==> config.mk <==
export PLATFORM = sky130hd
export DESIGN_NAME = lif_scheduler
export DESIGN_NICKNAME = d
export VERILOG_FILES = /design/src/rtl/lif_pkg.sv /design/src/rtl/lif_scheduler.sv
export SDC_FILE = /design/constraint.sdc
export NUM_CORES = 1
export LEC_CHECK = 0
export CAP_MARGIN = 25
export CELL_PAD_IN_SITES_DETAIL_PLACEMENT = 1
export CELL_PAD_IN_SITES_GLOBAL_PLACEMENT = 2
export CORE_ASPECT_RATIO = 1.4
export CORE_MARGIN = 1.5
export CORE_UTILIZATION = 26
export CTS_CLUSTER_SIZE = 16
export DETAILED_ROUTE_END_ITERATION = 8
export PLACE_DENSITY_LB_ADDON = 0.1
export SYNTH_ARGS = -nofsm -noshare
export SYNTH_HDL_FRONTEND = slang
export SYNTH_SLANG_ARGS = --single-unit
==> constraint.sdc <==
create_clock -name clk -period 2.85 [get_ports clk]
set_clock_uncertainty 0.2 [all_clocks]
set_input_delay 0.57 -clock clk [delete_from_list [all_inputs] [get_ports clk]]
set_output_delay 0.57 -clock clk [all_outputs]
set_load 0.01 [all_outputs]
==> src/rtl/lif_pkg.sv <==
// rtl/lif_pkg.sv - shared widths, FSM encodings and LIF constants for the LIF scheduler
package lif_pkg;

   localparam int FP_W             = 32;
   localparam int REF_W            = 2;
   localparam int REFRACTORY_RESET = 2;

   typedef enum logic [6:0] {
      S_IDLE     = 7'b000_0001,
      S_READ     = 7'b000_0010,
      S_LATCH    = 7'b000_0100,
      S_FIRE     = 7'b000_1000,
      S_WAIT_LIF = 7'b001_0000,
      S_WRITE    = 7'b010_0000,
      S_DONE     = 7'b100_0000
   } state_e;

endpackage

==> src/rtl/lif_scheduler.sv <==
// rtl/lif_scheduler.sv - walks every neuron once per timestep: read state, run the LIF datapath, write back
module lif_scheduler
   import lif_pkg::*;
#(
   parameter int NUM_NEURONS = 16,
   parameter int ADDR_W      = 4,
   parameter int WDT_MAX     = 15
) (
   input  logic              clk,
   input  logic              rst,
   input  logic              start_step,
   output logic              busy,
   output logic              step_done,
   output logic              mem_rd_en,
   output logic [ADDR_W-1:0] mem_addr,
   input  logic [FP_W-1:0]   mem_rd_bias,
   input  logic [FP_W-1:0]   mem_rd_enc,
   input  logic [FP_W-1:0]   mem_rd_volt,
   input  logic [REF_W-1:0]  mem_rd_ref,
   output logic              mem_wr_en,
   output logic [FP_W-1:0]   mem_wr_volt,
   output logic [REF_W-1:0]  mem_wr_ref,
   output logic              start_lif,
   output logic [FP_W-1:0]   bias,
   output logic [FP_W-1:0]   encoders,
   output logic [FP_W-1:0]   voltage_old,
   output logic [REF_W-1:0]  refractory_time_old,
   input  logic              spike_valid,
   input  logic              spike_output,
   input  logic [REF_W-1:0]  refractory_time_new,
   input  logic [FP_W-1:0]   voltage_new,
   output logic              spike_evt_valid,
   output logic [ADDR_W-1:0] spike_evt_id,
   output logic [ADDR_W:0]   spike_count,
   output logic              wdt_err
);

   localparam int                CNT_W     = $clog2(WDT_MAX + 1);
   localparam logic [ADDR_W-1:0] LAST_ADDR = ADDR_W'(NUM_NEURONS - 1);
   localparam logic [CNT_W-1:0]  WDT_LAST  = CNT_W'(WDT_MAX - 1);

   state_e             state_q, state_d;
   logic [ADDR_W-1:0]  addr_q, addr_d;
   logic [ADDR_W:0]    spike_cnt_q, spike_cnt_d;
   logic               wdt_err_q, wdt_err_d;
   logic [CNT_W-1:0]   wdt_cnt_q, wdt_cnt_d;
   logic               timeout_q, timeout_d;
   logic [FP_W-1:0]    bias_q, bias_d;
   logic [FP_W-1:0]    enc_q, enc_d;
   logic [FP_W-1:0]    volt_q, volt_d;
   logic [REF_W-1:0]   ref_q, ref_d;
   logic [FP_W-1:0]    vnew_q, vnew_d;
   logic [REF_W-1:0]   rnew_q, rnew_d;
   logic               spk_q, spk_d;

   always_ff @(posedge clk or negedge rst) begin
      if (!rst) begin
         state_q     <= S_IDLE;
         addr_q      <= '0;
         spike_cnt_q <= '0;
         wdt_err_q   <= 1'b0;
         wdt_cnt_q   <= '0;
         timeout_q   <= 1'b0;
         bias_q      <= '0;
         enc_q       <= '0;
         volt_q      <= '0;
         ref_q       <= '0;
         vnew_q      <= '0;
         rnew_q      <= '0;
         spk_q       <= 1'b0;
      end else begin
         state_q     <= state_d;
         addr_q      <= addr_d;
         spike_cnt_q <= spike_cnt_d;
         wdt_err_q   <= wdt_err_d;
         wdt_cnt_q   <= wdt_cnt_d;
         timeout_q   <= timeout_d;
         bias_q      <= bias_d;
         enc_q       <= enc_d;
         volt_q      <= volt_d;
         ref_q       <= ref_d;
         vnew_q      <= vnew_d;
         rnew_q      <= rnew_d;
         spk_q       <= spk_d;
      end
   end

   always_comb begin
      state_d         = state_q;
      addr_d          = addr_q;
      spike_cnt_d     = spike_cnt_q;
      wdt_err_d       = wdt_err_q;
      wdt_cnt_d       = wdt_cnt_q;
      timeout_d       = timeout_q;
      bias_d          = bias_q;
      enc_d           = enc_q;
      volt_d          = volt_q;
      ref_d           = ref_q;
      vnew_d          = vnew_q;
      rnew_d          = rnew_q;
      spk_d           = spk_q;
      mem_rd_en       = 1'b0;
      start_lif       = 1'b0;
      mem_wr_en       = 1'b0;
      spike_evt_valid = 1'b0;
      step_done       = 1'b0;

      case (state_q)
         S_IDLE: begin
            if (start_step) begin
               state_d     = S_READ;
               addr_d      = '0;
               spike_cnt_d = '0;
               wdt_err_d   = 1'b0;
            end
         end
         S_READ: begin
            mem_rd_en = 1'b1;
            state_d   = S_LATCH;
         end
         S_LATCH: begin
            bias_d  = mem_rd_bias;
            enc_d   = mem_rd_enc;
            volt_d  = mem_rd_volt;
            ref_d   = mem_rd_ref;
            state_d = S_FIRE;
         end
         S_FIRE: begin
            start_lif = 1'b1;
            wdt_cnt_d = '0;
            timeout_d = 1'b0;
            state_d   = S_WAIT_LIF;
         end
         S_WAIT_LIF: begin
            if (spike_valid) begin
               vnew_d  = voltage_new;
               rnew_d  = refractory_time_new;
               spk_d   = spike_output;
               state_d = S_WRITE;
            end else if (wdt_cnt_q == WDT_LAST) begin
               // The stalled neuron keeps its stored state; the rest of the step still runs.
               timeout_d = 1'b1;
               wdt_err_d = 1'b1;
               spk_d     = 1'b0;
               state_d   = S_WRITE;
            end else begin
               wdt_cnt_d = wdt_cnt_q + CNT_W'(1);
            end
         end
         S_WRITE: begin
            if (!timeout_q) begin
               mem_wr_en = 1'b1;
               if (spk_q) begin
                  spike_evt_valid = 1'b1;
                  spike_cnt_d     = spike_cnt_q + (ADDR_W + 1)'(1);
               end
            end
            if (addr_q == LAST_ADDR) begin
               state_d = S_DONE;
            end else begin
               addr_d  = addr_q + ADDR_W'(1);
               state_d = S_READ;
            end
         end
         S_DONE: begin
            step_done = 1'b1;
            state_d   = S_IDLE;
         end
         default: state_d = S_IDLE;
      endcase
   end

   assign busy                = (state_q != S_IDLE);
   assign mem_addr            = addr_q;
   assign spike_evt_id        = spike_evt_valid ? addr_q : '0;
   assign spike_count         = spike_cnt_q;
   assign wdt_err             = wdt_err_q;
   assign bias                = bias_q;
   assign encoders            = enc_q;
   assign voltage_old         = volt_q;
   assign refractory_time_old = ref_q;
   assign mem_wr_volt         = vnew_q;
   assign mem_wr_ref          = rnew_q;

endmodule

# Yosys cells after proc, flatten, opt, wreduce, memory -nomap -nowiden
# Index checks and enable logic that the tools add are counted.
# classes
add_sub_neg	3
eq_ne	18
n_mux	31
n_reduce_logical	12
# ops
op	n
$pmux W7 S6	1
$mux W7	4
$mux W4	5
$pmux W4 S2	2
$mux W5	3
$ne A2 B2 Y1 const B	7
$mux W1	13
$pmux W5 S2	1
$reduce_and A3 Y1	3
$add A4 B1 Y4 const B	2
$eq A4 B4 Y1 const B	2
$reduce_and A4 Y1	2
$reduce_bool A2 Y1	4
$eq A7 B1 Y1 const B	1
$eq A7 B2 Y1 const B	1
$eq A7 B3 Y1 const B	1
$eq A7 B4 Y1 const B	1
$eq A7 B5 Y1 const B	1
$eq A7 B6 Y1 const B	1
$eq A7 B7 Y1 const B	1
$ne A7 B1 Y1 const B	1
$reduce_and A2 Y1	3
$add A5 B1 Y5 const B	1
$pmux W1 S2	2
$ne A3 B3 Y1 const B	1
# totals
register_bits	155
input_bits	137
out_inout_bits	152
wordCells	77

# Depth between registers and ports, before layout
# logic_depth
depth_word	4
mapped_depth	8
ltp_nobuf	6

# Worst setup path after synthesis
# OpenSTA, ideal clock, no wires.
# synth_timing
path_kind	register -> output
startpoint	register state_q[0]
endpoint	output spike_evt_id[0]
arrival_ps	1647
path_slack_ps	433
stages_incl_launch_ff	7
path_cell_list	dfstp_2 > buf_2 > nor4_4 > and3_1 > clkbuf_1 > buf_2 > and3_1
# synth_via
elab_chain_len	3
# synth_rtl
item	line	text
from (decl)	lif_scheduler.sv:42	state_e state_q, state_d;
from (signal assigned)	lif_scheduler.sv:72	state_q <= state_d;
$eq A7 B6 Y1	lif_scheduler.sv:108	case (state_q)
$mux W1	lif_scheduler.sv:108	
$mux W4	lif_scheduler.sv:175	assign spike_evt_id = spike_evt_valid ? addr_q : '0;
to (decl)	lif_scheduler.sv:33	output logic [ADDR_W-1:0] spike_evt_id,
# No other way between the ends.

# Worst setup path after layout
# layout_timing
startpoint	register state_q[0]
endpoint	output spike_evt_valid
# layout_via
elab_chain_len	2
# layout_rtl
item	line	text
$eq A7 B6 Y1	lif_scheduler.sv:108	
$mux W1	lif_scheduler.sv:108	
to (decl)	lif_scheduler.sv:32	output logic spike_evt_valid,
# No other way between the ends.

==> flow_summary_export.csv <==
group,metric,value,unit
floorplanning,die_y,185.8,um
floorplanning,dieArea,0.02481,mm2
layout,final_common_cell,"clkdlybuf4s50_1",
clock_network,clockBufferDepth,2,
floorplanning,start_util,26.54,%
placement,preCtsSetupSlack,121.5,ps
setup_path,critPathKind,"reg -> out",
sta,hold_violations,0,
sta,grt_setup_unrepaired,"no",
logic_synthesis,synth_flop_cell,"dfrtp_1",
placement,gp_congestion,0.7300,
layout,final_core_util,43.82,%
layout,final_area,0.01024,mm2
sta,holdWs,303.0,ps
setup_path,required,2080,ps
setup_path,cp-end-kind,"output port",
layout,fillCellCount,2393,
logic_synthesis,synth_warnings,0,
layout,multi_input_area,0.002198,mm2
logic_synthesis,synth_cell_types,46,
setup_path,critPathTopFamily,"flip-flops",
sta,setup_viol,0,
global_route,globalRouteTotalUtil,15.62,%
route,vias,4585,
sta,slew_viol_final,0,
floorplanning,pin_count,289,
logic_synthesis,ys_seq_elements,155,
clock_network,cts_sinks,155,
placement,placedInstanceArea,0.009494,mm2
route,finalWirelength,18980,um
setup_path,path_cells,"nor4_4 -> and3_4 -> buf_4 -> and2_1 -> dlygate4sd2_1",
logic_synthesis,syn-cell-area,0.006203,mm2
clock_network,cts_made_buffers,17,
layout,area_delta_synth_final,65.07,%
clock_network,clk_latency,430,ps
status,status,"finished, final reports clean",
layout,seqCellArea,0.003886,mm2
global_route,antenna_found_initial,1,
route,drc,0,
clock_network,path_clk_slew,70,ps
placement,hpwlAfterDp,14090,um
logic_synthesis,avgSynthCellArea,14.98,um2
setup_path,path_buf_inv,2,
sta,setup_tns,0,ps
logic_synthesis,synth_nets,555,
global_route,gr-total-overflow,0,
route,via_per_inst,4.413,
clock_network,htree_num_levels,4,
power_and_ir_drop,power.density,988.5,mW/mm2
logic_synthesis,yosysSeqAreaShare,62.55,%
global_route,grt_pass1_wl,29020,um
sta,layout_setup_ws,108.6,ps
power_and_ir_drop,ir_drop,406.2,uV
global_route,grt_pass1_vias,5170,
floorplanning,die_width,133.5,um
setup_path,startpoint_type,"flop",
sta,min_period,2741,ps
floorplanning,coreArea,0.02337,mm2
setup_path,cp.arrival,1970,ps
clock_network,cts_root_buffer,"clkbuf_16",
clock_network,cts_tree,"done",
min_path,hold_class,"reg -> reg",
sta,slew_headroom,60.57,%
sta,fmax,364.8,MHz
layout,drive_above_1_share,26.91,%
sta,tightest_slew,590.2,ps
setup_path,critPathMaxStageDelay,680,ps
global_route,grt_start_max_net_pins,61,
route,wl_per_cell,18.26,um
flow_run,maxCapViolCount,0,
setup_path,cp_max_fo,11,
logic_synthesis,async_reset_ff_share,100.0,%
layout,final_cell_mix,"279 x clkdlybuf4s50_1, 149 x dfrtp_1, 124 x mux2_2",
power_and_ir_drop,leakage,4.457,nW
placement,numPortBuffers,288,
logic_synthesis,syn_inst,414,
sta,fin_crit_sh,96.19,%
route,drt_iter0_markers,76,
floorplanning,rows,66,
setup_path,slowest_stage,"dfstp_2",
layout,nets,860,
route,ant_nets,0,
logic_synthesis,synth-edff-count,0,
route,drt_pass1_iterations,3,
-- registers in the layout (all words and copies together), names as in the netlist --
| signal | flops |
|---|---|
| bias | 32 |
| encoders | 32 |
| mem_wr_volt | 32 |
| voltage_old | 32 |
| state_q | 7 |
| spike_count | 5 |
| mem_addr | 4 |
| wdt_cnt_q | 4 |
| mem_wr_ref | 2 |
| refractory_time_old | 2 |
| spk_q | 1 |
| timeout_q | 1 |
| wdt_err | 1 |
-- power breakdown --
part           switching (W)  total (W)  internal, W
sequential          0.000502    0.00361      0.00311
combinational        0.00145    0.00395      0.00250
clock               0.000949    0.00256      0.00161
-- routing by layer --
metal	track usage, %	routed length, um	vias to the layer above
li1	-	-	2078
met3	6.563	1430	16
met4	5.783	355	0
met2	29.33	10620	160
met5	0	0	-
met1	15.17	6569	2331
-- per-stage QoR --
stage	cells	power (W)
2_1_floorplan	414	0.005197
3_3_place_gp	999	0.007539
3_5_place_dp	999	0.007629
4_1_cts	1038	0.01031
5_1_grt	1039	0.01070
6_report	1039	0.01012
-- cell type report --
| cell class | count | area share (%) |
|---|---|---|
| clock inverter | 13 | 2.089 |
| clock buffer | 19 | 4.423 |
| inverter | 8 | 0.2933 |
| tap | 306 | 3.739 |
| multi-input combinational | 230 | 21.47 |
| antenna | 1 | 0.02444 |
| sequential | 155 | 37.95 |
| timing repair buffer | 307 | 30.01 |
-- worst paths after layout --
kind                                               end  cells past startpoint                        start  slack [ps]
setup / recovery                       spike_evt_valid                      5       state_q[0]$_DFFE_PN1P_         110
hold / removal             voltage_old[29]$_DFFE_PN0P_                      1  voltage_old[29]$_DFFE_PN0P_         300
setup reg to reg           voltage_old[23]$_DFFE_PN0P_                      6       state_q[1]$_DFFE_PN0P_         430
hold reg to reg            voltage_old[29]$_DFFE_PN0P_                      1  voltage_old[29]$_DFFE_PN0P_         300
max in group asynchronous       state_q[0]$_DFFE_PN1P_                      3                          rst        1280
min in group asynchronous     encoders[25]$_DFFE_PN0P_                      2                          rst         460
-- cells by family (layout without fill, tap and decap cells) --
logic type / count (synthesis) / count (layout) / share of synthesized area, %
flops: 155 / 155 / 62.55
mux: 136 / 136 / 25.17
simple gates: 57 / 57 / 5.567
compound gates: 32 / 32 / 3.349
buf+inv: 29 / 347 / 2.420
fa+ha+maj: 4 / 4 / 0.8068
xor+xnor: 1 / 1 / 0.1412
other cells: 0 / 1 / 0
-- synth_stat cells (2+ instances only) --
master    number  area, um2
a22o_1         2      17.52
buf_6          3      33.78
nand4_1        4      25.02
o21ai_0        7      35.03
inv_1          8      30.03
a41oi_1        2      17.52
mux2i_1        3      30.03
nand3_1        9      45.04
and3_1         6      37.54
nor2_1        10      37.54
a21oi_1        8      40.04
or4_1          2      15.01
nor3_1         3      15.01
and4b_1        2      20.02
nor2b_1        3      18.77
mux2_2       124       1396
mux2_4         9      135.1
dfrtp_1      154       3854
or3_1          2      12.51
nand3b_1       3      22.52
buf_2         14      70.07
nand2_1        6      22.52
clkbuf_1       2      7.510
ha_1           4      50.05
o211ai_1       3      22.52
-- timing repair --
item                                    4_1_cts  5_1_grt
gates resized for setup                      13        5
buffers inserted                              6        0
endpoints found under the setup margin        9        2
pin swaps                                     0        1
hold buffers                                  1        0
endpoints found under the hold margin        49        0
(Power assumes the default switching activity.)
